$ cat src/rtl/pc_if.sv
// Bundle of control inputs and PC-state outputs between the core's control logic and pc_unit.
// The align_fault signal exists only when PC_ALIGN_CHECK_EN is defined.
interface pc_if #(
    parameter int WIDTH = 32
);
    logic             stall;
    logic             br_taken;
    logic [WIDTH-1:0] br_target;
    logic             jmp;
    logic [WIDTH-1:0] jmp_target;
    logic             exc_req;
    logic [WIDTH-1:0] exc_pc;
    logic             eret;
    logic [WIDTH-1:0] pc;
    logic [WIDTH-1:0] pc_plus;
    logic [WIDTH-1:0] epc;
    logic             in_exc;
    logic             redirect;
`ifdef PC_ALIGN_CHECK_EN
    logic             align_fault;
`endif

    modport master (
        output stall, br_taken, br_target, jmp, jmp_target, exc_req, exc_pc, eret,
`ifdef PC_ALIGN_CHECK_EN
        input  align_fault,
`endif
        input  pc, pc_plus, epc, in_exc, redirect
    );

    modport slave (
        input  stall, br_taken, br_target, jmp, jmp_target, exc_req, exc_pc, eret,
`ifdef PC_ALIGN_CHECK_EN
        output align_fault,
`endif
        output pc, pc_plus, epc, in_exc, redirect
    );
endinterface

$ cat src/rtl/pc_unit.sv
// Program-counter unit: PC register, next-PC selection, EPC and in-exception state.
// Optional misaligned-target trap is enabled by defining PC_ALIGN_CHECK_EN.
module pc_unit #(
    parameter int               WIDTH     = 32,
    parameter logic [WIDTH-1:0] RESET_VEC = 32'h0000_3000,
    parameter logic [WIDTH-1:0] EXC_VEC   = 32'h0000_4180,
    parameter int               INC       = 4
) (
    input  logic   clk,
    input  logic   rst,
    pc_if.slave    bus
);

    typedef enum logic {RUN = 1'b0, EXC = 1'b1} state_e;

    state_e           state_q, state_d;
    logic [WIDTH-1:0] pc_q, pc_d;
    logic [WIDTH-1:0] epc_q, epc_d;
    logic             redirect_q, redirect_d;
    logic [WIDTH-1:0] pc_plus;
    logic [WIDTH-1:0] target;
`ifdef PC_ALIGN_CHECK_EN
    logic             align_fault_q, align_fault_d;
`endif

    assign pc_plus = pc_q + WIDTH'(INC);

    // NOTE: every output of this block gets a default first, so no path can infer a latch.
    always_comb begin
        state_d    = state_q;
        pc_d       = pc_q;
        epc_d      = epc_q;
        redirect_d = 1'b0;
        target     = bus.jmp ? bus.jmp_target : bus.br_target;
`ifdef PC_ALIGN_CHECK_EN
        align_fault_d = 1'b0;
`endif
        if (bus.exc_req && state_q == RUN) begin
            epc_d      = bus.exc_pc;
            pc_d       = EXC_VEC;
            state_d    = EXC;
            redirect_d = 1'b1;
        end else if (bus.eret && state_q == EXC) begin
            pc_d       = epc_q;
            state_d    = RUN;
            redirect_d = 1'b1;
        end else if (bus.stall) begin
            pc_d = pc_q;
        end else if (bus.jmp || bus.br_taken) begin
            redirect_d = 1'b1;
            pc_d       = target & ~WIDTH'(3);
`ifdef PC_ALIGN_CHECK_EN
            // A misaligned target traps, unless already in the handler where it is just masked.
            if (target[1:0] != 2'b00) begin
                align_fault_d = 1'b1;
                if (state_q == RUN) begin
                    epc_d   = pc_q;
                    pc_d    = EXC_VEC;
                    state_d = EXC;
                end
            end
`endif
        end else begin
            pc_d = pc_plus;
        end
    end

    // NOTE: sequential state uses non-blocking assignments so all registers update together.
    always_ff @(posedge clk) begin
        if (rst) begin
            state_q    <= RUN;
            pc_q       <= RESET_VEC;
            epc_q      <= '0;
            redirect_q <= 1'b0;
`ifdef PC_ALIGN_CHECK_EN
            align_fault_q <= 1'b0;
`endif
        end else begin
            state_q    <= state_d;
            pc_q       <= pc_d;
            epc_q      <= epc_d;
            redirect_q <= redirect_d;
`ifdef PC_ALIGN_CHECK_EN
            align_fault_q <= align_fault_d;
`endif
        end
    end

    assign bus.pc       = pc_q;
    assign bus.pc_plus  = pc_plus;
    assign bus.epc      = epc_q;
    assign bus.in_exc   = (state_q == EXC);
    assign bus.redirect = redirect_q;
`ifdef PC_ALIGN_CHECK_EN
    assign bus.align_fault = align_fault_q;
`endif

endmodule

$ cat src/flat_wrapper.sv
// flat-port wrapper written by rule: the top's interface ports become plain ports
module pc_unit_flat 
#(
    parameter int               WIDTH     = 32,
    parameter logic [WIDTH-1:0] RESET_VEC = 32'h0000_3000,
    parameter logic [WIDTH-1:0] EXC_VEC   = 32'h0000_4180,
    parameter int               INC       = 4
)
  (clk, rst, bus_stall, bus_br_taken, bus_br_target, bus_jmp, bus_jmp_target, bus_exc_req, bus_exc_pc, bus_eret, bus_pc, bus_pc_plus, bus_epc, bus_in_exc, bus_redirect);
  pc_if #(.WIDTH(WIDTH)) bus_i ();
  input  logic clk;
  input  logic rst;
  input wire logic [$bits(bus_i.stall)-1:0] bus_stall;
  input wire logic [$bits(bus_i.br_taken)-1:0] bus_br_taken;
  input wire logic [$bits(bus_i.br_target)-1:0] bus_br_target;
  input wire logic [$bits(bus_i.jmp)-1:0] bus_jmp;
  input wire logic [$bits(bus_i.jmp_target)-1:0] bus_jmp_target;
  input wire logic [$bits(bus_i.exc_req)-1:0] bus_exc_req;
  input wire logic [$bits(bus_i.exc_pc)-1:0] bus_exc_pc;
  input wire logic [$bits(bus_i.eret)-1:0] bus_eret;
  output wire logic [$bits(bus_i.pc)-1:0] bus_pc;
  output wire logic [$bits(bus_i.pc_plus)-1:0] bus_pc_plus;
  output wire logic [$bits(bus_i.epc)-1:0] bus_epc;
  output wire logic [$bits(bus_i.in_exc)-1:0] bus_in_exc;
  output wire logic [$bits(bus_i.redirect)-1:0] bus_redirect;
  assign bus_i.stall = bus_stall;
  assign bus_i.br_taken = bus_br_taken;
  assign bus_i.br_target = bus_br_target;
  assign bus_i.jmp = bus_jmp;
  assign bus_i.jmp_target = bus_jmp_target;
  assign bus_i.exc_req = bus_exc_req;
  assign bus_i.exc_pc = bus_exc_pc;
  assign bus_i.eret = bus_eret;
  assign bus_pc = bus_i.pc;
  assign bus_pc_plus = bus_i.pc_plus;
  assign bus_epc = bus_i.epc;
  assign bus_in_exc = bus_i.in_exc;
  assign bus_redirect = bus_i.redirect;
  pc_unit #(.WIDTH(WIDTH), .RESET_VEC(RESET_VEC), .EXC_VEC(EXC_VEC), .INC(INC)) u_core (.clk(clk), .rst(rst), .bus(bus_i));
endmodule
$ cat config.mk
export PLATFORM = sky130hd
export DESIGN_NAME = pc_unit_flat
export DESIGN_NICKNAME = d
export VERILOG_FILES = /design/src/rtl/pc_if.sv /design/src/rtl/pc_unit.sv /design/src/flat_wrapper.sv
export SDC_FILE = /design/constraint.sdc
export NUM_CORES = 1
export LEC_CHECK = 0
export ABC_CLOCK_PERIOD_IN_PS = 1850
export CAP_MARGIN = 5
export CELL_PAD_IN_SITES_DETAIL_PLACEMENT = 1
export CELL_PAD_IN_SITES_GLOBAL_PLACEMENT = 1
export CORE_MARGIN = 2
export CORE_UTILIZATION = 25
export DETAILED_ROUTE_END_ITERATION = 10
export PLACE_DENSITY_LB_ADDON = 0.05
export SYNTH_ARGS = -nofsm -noshare
export SYNTH_HDL_FRONTEND = slang
export SYNTH_SLANG_ARGS = --single-unit
$ cat constraint.sdc
create_clock -name clk -period 1.85 [get_ports clk]
set_input_delay 0.2775 -clock clk [delete_from_list [all_inputs] [get_ports clk]]
set_output_delay 0.2775 -clock clk [all_outputs]
set_load 0.005 [all_outputs]
==> results of run 1 <==
power breakdown:
group / total, mW / leakage [nW] / internal [mW] / switching, mW
logic: 1.49 / 2.80 / 0.834 / 0.657
clock network: 1.73 / 0.136 / 1.04 / 0.688
registers: 1.62 / 0.547 / 1.52 / 0.104
metal layers:
metal / vias to the layer above / part of all wire [%] / global-route usage [%]
met5: - / 0 / 0
met4: 0 / 1.9 / 8.32
met3: 38 / 6.2 / 4.15
met2: 214 / 48 / 43.6
met1: 2795 / 44 / 35.7
li1: 2629 / - / -
worst max-delay path, stage by stage (launching register included):
cell	delay (ns)
dfxtp_2	0.34
buf_4	0.11
and4_4	0.25
buf_6	0.13
nand2_8	0.06
buf_6	0.14
o31a_1	0.32
or2_4	0.25
buf_6	0.11
cells by family (layout without fill, tap and decap cells):
kind of cell	Yosys count	after routing	synth area share, %
DFF	66	66	33.0
muxes	4	4	0.999
and+or+nand+nor	218	218	27.8
xor gates and xnor gates	21	21	4.78
adders and majority gates	1	1	0.312
buffers and inverters	57	397	5.97
AOI/OAI and AO/OA	169	169	27.2
per-stage QoR:
stage | power, mW | hold WS, ns
after floorplan | 2.08 | 0.413
after global placement | 2.98 | 0.468
after detailed placement | 3.00 | 0.468
after CTS | 4.78 | 0.168
after global routing | 5.03 | 0.189
final | 4.84 | 0.168
state kept, by name, indices dropped and copies added (netlist names):
signal               cells
u_core.bus.epc          32
u_core.bus.pc           32
u_core.bus.in_exc        1
u_core.bus.redirect      1
path summary, 6_finish.rpt:
check | startpoint | to | slack, ns | cells past startpoint
max | u_core.bus.pc[12] | bus_pc_plus[26] | -0.49 | 8
min | rst | u_core.bus.in_exc | 0.17 | 2
max reg2reg | u_core.bus.pc[12] | u_core.bus.pc[15] | -0.32 | 10
min reg2reg | u_core.bus.epc[1] | u_core.bus.pc[1] | 0.48 | 2
final cells by class:
| type | count | share of cell area, % |
|---|---|---|
| multi-input combinational | 413 | 35.4 |
| inverter | 10 | 0.455 |
| clock inverter | 5 | 0.667 |
| clock buffer | 11 | 2.82 |
| sequential | 66 | 16.3 |
| timing repair buffer | 371 | 41.0 |
| tap | 216 | 3.27 |
layout by cell type (no fill, tap or decap), types with 6 or more instances in the layout:
cell type        Yosys  routed
clkdlybuf4s50_1      0     164
buf_4                3     136
nand2_1             94      93
a21oi_1             63      58
dfxtp_1             66      52
buf_6                1      40
nor2_1              27      25
o21ai_0             26      21
buf_2                4      19
o211ai_1            15      15
nand3_1             14      13
or3_1               12      11
inv_1               10      10
a221oi_1            11      10
a31oi_1             11      10
dfxtp_2              0      10
nand4_1              9       9
clkbuf_16            0       9
nor4_4               1       7
or2_4                0       7
nor3_1              12       7
o31a_1               6       6
xnor2_2              1       6
nand2b_1             6       6
a221o_1              6       6
buf_12               0       6
repair_timing:
item	in CTS	in global routing
hold buffers	0	0
setup endpoints to repair	34	39
pin swaps	55	31
resized for setup	206	44
setup buffers	43	19
==> impl_metrics.json, run 1 <==
{
  "status": "finished with violations",
  "violations": "negative setup slack",
  "pre_cts_ws_ns": -0.583,
  "drc": 0,
  "htreeDepth": 3,
  "grt_max_degree": 38,
  "design.core.area_sq_mm": 0.0158,
  "final_util_pct": 52.4,
  "slew_violations": 0,
  "cts_root_buf": "clkbuf_16",
  "yosys_warnings": 0,
  "yosysTopAreaCellShare_pct": 33.0,
  "synth_commonest_cells": "nand2_1 (94), dfxtp_1 (66), a21oi_1 (63)",
  "worst_slew_pin_slew_ns": 0.585,
  "io_pins": 201,
  "critPathArrivalTime_ns": 2.06,
  "worstSetupEndpointType": "output port",
  "period_share_pct": 127,
  "worstSkewPairLatency_ns": 0.35,
  "drv_cap": 0,
  "critical_path_class": "flop to output port",
  "synth_top_area_cell": "dfxtp_1",
  "clockBufferDepth": 2,
  "grt_pass1_wl_um": 34100,
  "placed_area_sq_mm": 0.00705,
  "drive_gt1_share_pct": 33.7,
  "fp.dieW_um": 131,
  "rsz0062_at_grt": "yes",
  "path_max_fanout": 5,
  "hpwl_um": 16900,
  "critPathRequiredTime_ns": 1.57,
  "synth_nets": 640,
  "final-seq-area_sq_mm": 0.00135,
  "place_inst": 1024,
  "skew_ns": 0.0118,
  "wl_per_cell_um": 21.5,
  "ys_seq_elements": 66,
  "tritoncts": "built",
  "synth.most_common_cell": "nand2_1",
  "start_util_pct": 25.4,
  "synth_edf_count": 0,
  "first_iter_violations": 284,
  "setup_tns_ns": -8.72,
  "fillCellCount": 1848,
  "period_needed_ns": 2.34,
  "area_delta_synth_final_pct": 106,
  "antennaDiodeCount": 0,
  "syn_avg_cell_area_sq_um": 7.47,
  "min_path_type": "input port to flop",
  "vias": 5676,
  "final-setup-viol-count": 31,
  "drt_pass1_iterations": 5,
  "slew_headroom_pct": 61.0,
  "nNetsFinal": 975,
  "async_flop_share_pct": 0,
  "die_h_um": 131,
  "synth_area_sq_mm": 0.00401,
  "final_area_sq_mm": 0.00826,
  "synth_cells": 536,
  "setup_ws_ns": -0.492,
  "ant_nets": 0,
  "crit_path_start_kind": "flop",
  "cts_made_buffers": 9,
  "rows": 46,
  "leakage_nw": 3.48,
  "numPortBuffers": 196,
  "powerDensity_mw_per_mm2": 586,
  "drt_wl_total_um": 23500,
  "multiInputGateArea_sq_mm": 0.00293,
  "synth.area.top_cells": "dfxtp_1 (33%), nand2_1 (8.8%), a21oi_1 (7.9%)",
  "ys_types": 61,
  "gp_congestion": 0.855,
  "fmax_mhz": 427,
  "grt_usage_pct": 26.5,
  "ys_seq_area_share_pct": 33.0,
  "design.die.area_sq_mm": 0.0171,
  "clkSlewWorstSetupHoldPaths_ns": 0.06,
  "final_cells": 1092,
  "cts.sinks": 66,
  "synth_ff_type": "dfxtp_1",
  "hold_viol_final": 0,
  "vias_per_cell": 5.20,
  "peakVddDrop_mv": 0.432,
  "antenna_found_initial": 0,
  "grt_overflow": 0,
  "grt_pass1_vias": 5904
}
Note: power is estimated with default switching activity, not from simulation.
==> run 2: changes to the inputs <==
CAP_MARGIN = 20   (was 5)
SLEW_MARGIN = 20   (was default)
==> results of run 2 <==
The final DEF is identical to that of run 1; final timing and power are the same.
